### src/rtl/vga_timing_ctrl.sv
// VGA 640x480@60 timing: free-running h/v counters decoded into sync, active-video and a
// one-clock-early pixel request; upstream's registered pixel passes straight to the DAC.
module vga_timing_ctrl #(
  parameter int H_SYNC   = 96,
  parameter int H_BACK   = 40,
  parameter int H_LEFT   = 8,
  parameter int H_VALID  = 640,
  parameter int H_RIGHT  = 8,
  parameter int H_FRONT  = 8,
  parameter int V_SYNC   = 2,
  parameter int V_BACK   = 25,
  parameter int V_TOP    = 8,
  parameter int V_VALID  = 480,
  parameter int V_BOTTOM = 8,
  parameter int V_FRONT  = 2
) (
  input  logic        iVGA_CLK,
  input  logic        sys_reset_n,
  input  logic [15:0] pix_data,
  output logic [9:0]  pix_x,
  output logic [9:0]  pix_y,
  output logic        hsync,
  output logic        vsync,
  output logic [15:0] rgb,
  output logic        rgb_valid
);
  localparam int H_TOTAL = H_SYNC + H_BACK + H_LEFT + H_VALID + H_RIGHT + H_FRONT;
  localparam int V_TOTAL = V_SYNC + V_BACK + V_TOP + V_VALID + V_BOTTOM + V_FRONT;
  localparam int HS      = H_SYNC + H_BACK + H_LEFT;
  localparam int VS      = V_SYNC + V_BACK + V_TOP;

  localparam logic [9:0] H_LAST    = 10'(H_TOTAL - 1);
  localparam logic [9:0] V_LAST    = 10'(V_TOTAL - 1);
  localparam logic [9:0] H_SYNC_W  = 10'(H_SYNC);
  localparam logic [9:0] V_SYNC_W  = 10'(V_SYNC);
  localparam logic [9:0] H_ACT_S   = 10'(HS);
  localparam logic [9:0] H_ACT_E   = 10'(HS + H_VALID - 1);
  localparam logic [9:0] H_REQ_S   = 10'(HS - 1);
  localparam logic [9:0] H_REQ_E   = 10'(HS + H_VALID - 2);
  localparam logic [9:0] V_ACT_S   = 10'(VS);
  localparam logic [9:0] V_ACT_E   = 10'(VS + V_VALID - 1);

  logic [9:0] cnt_h;
  logic [9:0] cnt_v;
  logic       h_act;
  logic       h_req;
  logic       v_act;
  logic       pix_req;

  always_ff @(posedge iVGA_CLK or negedge sys_reset_n) begin
    if (!sys_reset_n) begin
      cnt_h <= '0;
      cnt_v <= '0;
    end else if (cnt_h == H_LAST) begin
      cnt_h <= '0;
      cnt_v <= (cnt_v == V_LAST) ? '0 : cnt_v + 10'd1;
    end else begin
      cnt_h <= cnt_h + 10'd1;
    end
  end

  // Request window leads the display window by one clock to cover upstream's register stage.
  always_comb begin
    hsync     = (cnt_h < H_SYNC_W);
    vsync     = (cnt_v < V_SYNC_W);
    h_act     = (cnt_h >= H_ACT_S) && (cnt_h <= H_ACT_E);
    h_req     = (cnt_h >= H_REQ_S) && (cnt_h <= H_REQ_E);
    v_act     = (cnt_v >= V_ACT_S) && (cnt_v <= V_ACT_E);
    rgb_valid = h_act && v_act;
    pix_req   = h_req && v_act;
    pix_x     = pix_req ? (cnt_h - H_REQ_S) : 10'h3FF;
    pix_y     = pix_req ? (cnt_v - V_ACT_S) : 10'h3FF;
    rgb       = rgb_valid ? pix_data : 16'h0000;
  end

endmodule

### config.mk
export PLATFORM = sky130hd
export DESIGN_NAME = vga_timing_ctrl
export DESIGN_NICKNAME = d
export VERILOG_FILES = /design/src/rtl/vga_timing_ctrl.sv
export SDC_FILE = /design/constraint.sdc
export NUM_CORES = 1
export LEC_CHECK = 0
export BUFFER_PORTS_ARGS = -buffer_cell sky130_fd_sc_hd__buf_4
export CORE_MARGIN = 5
export CORE_UTILIZATION = 40
export DETAILED_ROUTE_END_ITERATION = 7
export PLACE_DENSITY = 0.65
export SLEW_MARGIN = 15
export SYNTH_ARGS = -nofsm -noshare
export SYNTH_HDL_FRONTEND = slang
export SYNTH_SLANG_ARGS = --single-unit
export TNS_END_PERCENT = 5
### constraint.sdc
create_clock -name iVGA_CLK -period 4.2 [get_ports iVGA_CLK]
set_input_delay 0 -clock iVGA_CLK [delete_from_list [all_inputs] [get_ports iVGA_CLK]]
set_output_delay 0 -clock iVGA_CLK [all_outputs]
set_load 0.01 [all_outputs]
# == After elaboration in Yosys (flattened, before gate mapping) ==
# Cells that the tools add are included.
# op_classes
muxes,5
addsub,4
n_reduce_logical,5
order_cmp,8
eq_ne,2
# ops
operator,count
10-bit 2-to-1 mux,4
10-bit less-or-equal comparator (second input constant),3
10-bit by 1-bit adder with 10-bit output (second input constant),2
10-bit equality test (second input constant),2
10-bit by 8-bit >= comparator with 1-bit output (second input constant),2
16-bit 2-to-1 mux,1
10-bit by 6-bit >= comparator with 1-bit output (second input constant),1
10-bit by 2-bit less-than comparator with 1-bit output (second input constant),1
10-bit by 7-bit less-than comparator with 1-bit output (second input constant),1
10-bit by 6-bit subtractor with 10-bit output (second input constant),1
10-bit by 8-bit subtractor with 10-bit output (second input constant),1
1-bit logical AND,5
# totals
out_inout_bits,39
regBits,20
wordCells,26

# == Logic depth before layout (Yosys ltp) ==
# depth
ltp_word,4
ltp_mapped,7
depth_no_buf,6

# == Worst setup path after synthesis ==
# No wires, ideal clock.
# synth_timing
path_type,register -> register
start,register cnt_h[6]
end,register cnt_v[3]
t_required_ns,4.124
synth_period_minus_slack_ns,1.833
n_path_buf,2
path_stages_with_launch,7
t_arrival_ns,1.757
path_slack_ns,2.367
cell_sequence,dfrtp_1 -> buf_6 -> or2_4 -> or4_1 -> buf_2 -> or3_1 -> o21ai_1
# synth_between
elab_chain_cells,1
# synth_rtl
element,line_no,source
start: declaration,43,logic [9:0] cnt_h;
start signal: assignment,58,cnt_h <= cnt_h + 10'd1;
10-bit equality test,54,end else if (cnt_h == H_LAST) begin
end signal: assignment,56,cnt_v <= (cnt_v == V_LAST) ? '0 : cnt_v + 10'd1;
end: declaration,44,logic [9:0] cnt_v;
# No other way between the ends.
# A chain may end at the register's enable or synchronous reset.

# == Worst setup path after layout ==
# layout_timing
start,register cnt_v[5]
end,output pix_x[6]
# layout_between
elab_chain_cells,4
word_cells_on_any_way,5
cone_classes,order compare: 2; mux: 1; reduce/logical: 2
# layout_rtl
element,line_no,source
10-bit by 6-bit >= comparator with 1-bit output / 10-bit less-or-equal comparator (equally long branches),68,v_act = (cnt_v >= V_ACT_S) && (cnt_v <= V_ACT_E);
1-bit logical AND (*),68,
1-bit logical AND (*),70,pix_req = h_req && v_act;
10-bit 2-to-1 mux (*),71,pix_x = pix_req ? (cnt_h - H_REQ_S) : 10'h3FF;
end: declaration,20,"output logic [9:0] pix_x,"
# Mark *: on every way between the ends. The rest lies on a longest branch, timed or not.

==> impl_results.md <==
- Delay-heaviest family, CP: compound AO/OA/AOI/OAI gates
- Worst-path cell chain: nor3b_1 -> nand4_1 -> a21oi_1 -> buf_4 -> o2111ai_1 -> buf_4
- Final Hold Viols: 0
- Sequential fraction of the synthesis area: 31.5%
- Clock skew: 0.00216 ns
- DRT antenna net count: 0
- Total gr overflow: 0
- Die Y: 73.0 um
- Vias: 1570
- Crit start category: flip-flop
- FF-to-FF Start: cnt_h[5]$_DFF_PN0_
- Crit path arrival time: 2.64 ns
- Synthesized cell area: 1590 sq um
- Share of layout cells above drive strength 1: 27.6%
- Syn_nets: 217
- Outcome: finished, final reports clean
- Worst-path clk slew: 0.08 ns
- Gate Count Post-Synth: 195
- Initial core utilization: 40.6%
- Final worst path period share: 62.9%
- Root buffer cell: clkbuf_8
- CTS tree: built
- Crit-path slowest cell: a21oi_1
- Sequential power share: 53.5%
- Final net count: 262
- Setup TNS: 0 ns
- Final Critical Period: 2.64 ns
- Synth-to-layout area growth: 29.6%
- IO Count: 57
- Residual DRC: 0
- Core ar.: 3910 sq um
- P_int: 0.000286 W
- Buf/Inv on CP: 2
- Post-CTS Setup Bufs: 0
- Req. time, crit path: 4.20 ns
- Commonest non-fill, non-tap cell in the layout: buf_4
- Vias/cell: 5.43
- Multi-input logic area: 952 sq um
- Routed WL: 4370 um
- Crit path kind: flip-flop to output port
- Clk_lat worst skew: 0.26 ns
- Filler instances: 409
- Critical Path Max Stage Delay: 0.64 ns
- Setup ws final: 1.56 ns
- Total CTS buffers: 3
- Clock sinks: 20
- Most frequent cells in the layout: buf_4, nand3_1, dfrtp_1
- Max-slew headroom: 44.1%
- Max-Cap Viols: 0
- P_leak: 0.908 nW
- Worst-path fanout max: 11
- Final GP Congestion: 0.842
- Die area: 5330 sq um
- Clock buffer depth: 2
- Reg2reg end: cnt_v[3]$_DFFE_PN0P_
- R2R setup slack: 2.20 ns
- RSZ-0062 raised after global routing: no
- Routed wire length per instance: 15.1 um
- Vias in the first global route: 1431
- Post-Syn Area per Cell: 8.14 sq um
- First-pass GRT wire length: 7130 um
- HPWL after detailed placement: 3260 um
- Synth Register Bits: 20
- I/O Buffers: 56
- Worst VDD drop: 0.163 mV
- Htree depth: 1
- Initial DRC count: 68
- Pwr Density: 175 nW/um^2
- Largest net degree at the start of global routing: 21
- Slew @ Worst Pin: 0.838 ns
- Hold WC Path Type: primary input to async pin
- Achievable frequency: 0.378 GHz
- Setup Slack @ Placement: 1.87 ns
- Final setup fails: 0
- Yosys warnings: 0
- Antenna violations before repair: 0
- Final Max Tran Viols: 0
- P_sw: 0.0000731 W
- CP endpoint kind: output port
- Die Width: 73.0 um
- GRT Total Usage: 16.8%
- Most common cell on crit path: buf_4
- Register area: 500 sq um
- Synth unique cells: 44
- Drt first pass iters: 4
- Number of antenna diodes: 0
- Row cnt: 23
- Switch share: 20.3%
- Power share of the clock group: 42.0%
- Cells on worst reg2reg path: 4
- Combinational Power Share: 4.5%
==> worst reg2reg max path: cells and delay by family, from the launching register on <==
family / cells / cell delay (ns)
AOI/OAI and AO/OA: 1 / 0.08
DFF: 1 / 0.50
and+or+nand+nor: 3 / 1.35
==> stage by stage <==
stage | instances | utilization (%) | power (W) | hold WS (ns) | instance area [sq um]
floorplan | 195 | - | 0.000196 | -0.296 | 1590
global placement | 284 | 50.9 | 0.000212 | -0.102 | 1990
detailed placement | 284 | 50.9 | 0.000212 | -0.0971 | 1990
CTS | 289 | 52.6 | 0.000365 | 0.155 | 2060
global route | 289 | 52.6 | 0.000375 | 0.187 | 2060
finish | 289 | 52.6 | 0.000359 | 0.164 | 2060
==> worst max-delay path by stage <==
| stage | startpoint | end | cells after the start |
|---|---|---|---|
| after floorplan | cnt_h[6]$_DFF_PN0_ | cnt_v[3]$_DFFE_PN0P_ | 6 |
| after global placement | cnt_v[5]$_DFFE_PN0P_ | pix_x[6] | 6 |
| after detailed placement | cnt_v[5]$_DFFE_PN0P_ | pix_x[6] | 6 |
| after CTS | cnt_v[5]$_DFFE_PN0P_ | pix_x[6] | 6 |
| after global routing | cnt_v[4]$_DFFE_PN0P_ | pix_x[6] | 6 |
| final | cnt_v[5]$_DFFE_PN0P_ | pix_x[6] | 6 |
==> routing by layer <==
| layer | routed length [um] | share of wire (%) | track usage [%] | vias up |
|---|---|---|---|---|
| li1 | - | - | - | 775 |
| met1 | 1910 | 44 | 22.4 | 731 |
| met2 | 1960 | 45 | 27.2 | 62 |
| met3 | 453 | 10 | 3.86 | 2 |
| met4 | 39 | 0.89 | 4.30 | 0 |
| met5 | 0 | 0 | 0 | - |
==> kinds of logic (layout without fill, tap and decap cells) <==
kind of cell               Yosys count  count (layout)  share of synthesized area [%]
and+or+nand+nor                     89              89                           31.8
AOI/OAI and AO/OA                   33              33                           14.0
buffers and inverters               29              73                           8.51
xor gates and xnor gates            20              20                           11.0
DFF                                 20              20                           31.5
adders and majority gates            4               4                           3.15
==> cells in the mapped netlist (all sizes together) <==
master    n  area share, %
nand3    25            7.9
dfrtp    20             32
and2     17            6.7
xnor2    15            8.3
clkbuf   11            2.6
o21ai    10            3.2
buf       9            3.8
inv       9            2.1
nand2     8            1.9
nor2      7            1.7
nand4     6            2.4
a21oi     5            1.6
and3      5            2.0
xor2      5            2.8
ha        4            3.2
nor3      4            1.6
nor4      4            1.6
or3       4            1.6
and4      3            1.7
o31ai     3            1.4
a211oi    2            1.3
a31oi     2           0.79
a2111o    1           0.71
a2111oi   1           0.55
a21boi    1           0.47
a32oi     1           0.55
nand2b    1           0.39
nand3b    1           0.47
nand4b    1           0.55
nor3b     1           0.47
o2111ai   1           0.55
o211ai    1           0.47
o21a      1           0.47
o22a      1           0.55
o22ai     1           0.39
o31a      1           0.55
o41ai     1           0.55
or2       1           0.55
or4       1           0.47
==> power groups by stage <==
stage	registers (W)	clock network, W	logic, W
after detailed placement	0.000196	0	0.0000159
final	0.000192	0.000151	0.0000163
after global placement	0.000196	0	0.0000155
after global routing	0.000192	0.000165	0.0000179
after floorplan	0.000196	0	0.000000111
after CTS	0.000192	0.000156	0.0000166
==> repair_timing <==
item | in CTS | in global routing
hold buffers | 1 | 0
resized for setup | 0 | 0
endpoints found under the hold margin | 20 | 0
==> cell type report <==
cell class | count | share of cell area [%]
Clock buffer | 4 | 2.68
Sequential cell | 20 | 24.3
Tap cell | 50 | 3.04
Timing Repair Buffer | 60 | 22.0
Inverter | 9 | 1.64
Multi-Input combinational cell | 146 | 46.3
==> sequential cells by signal (all words and copies together), names as in the netlist <==
register and cells:
cnt_h 10, cnt_v 10
No activity file was read; power rests on OpenSTA's default activity.
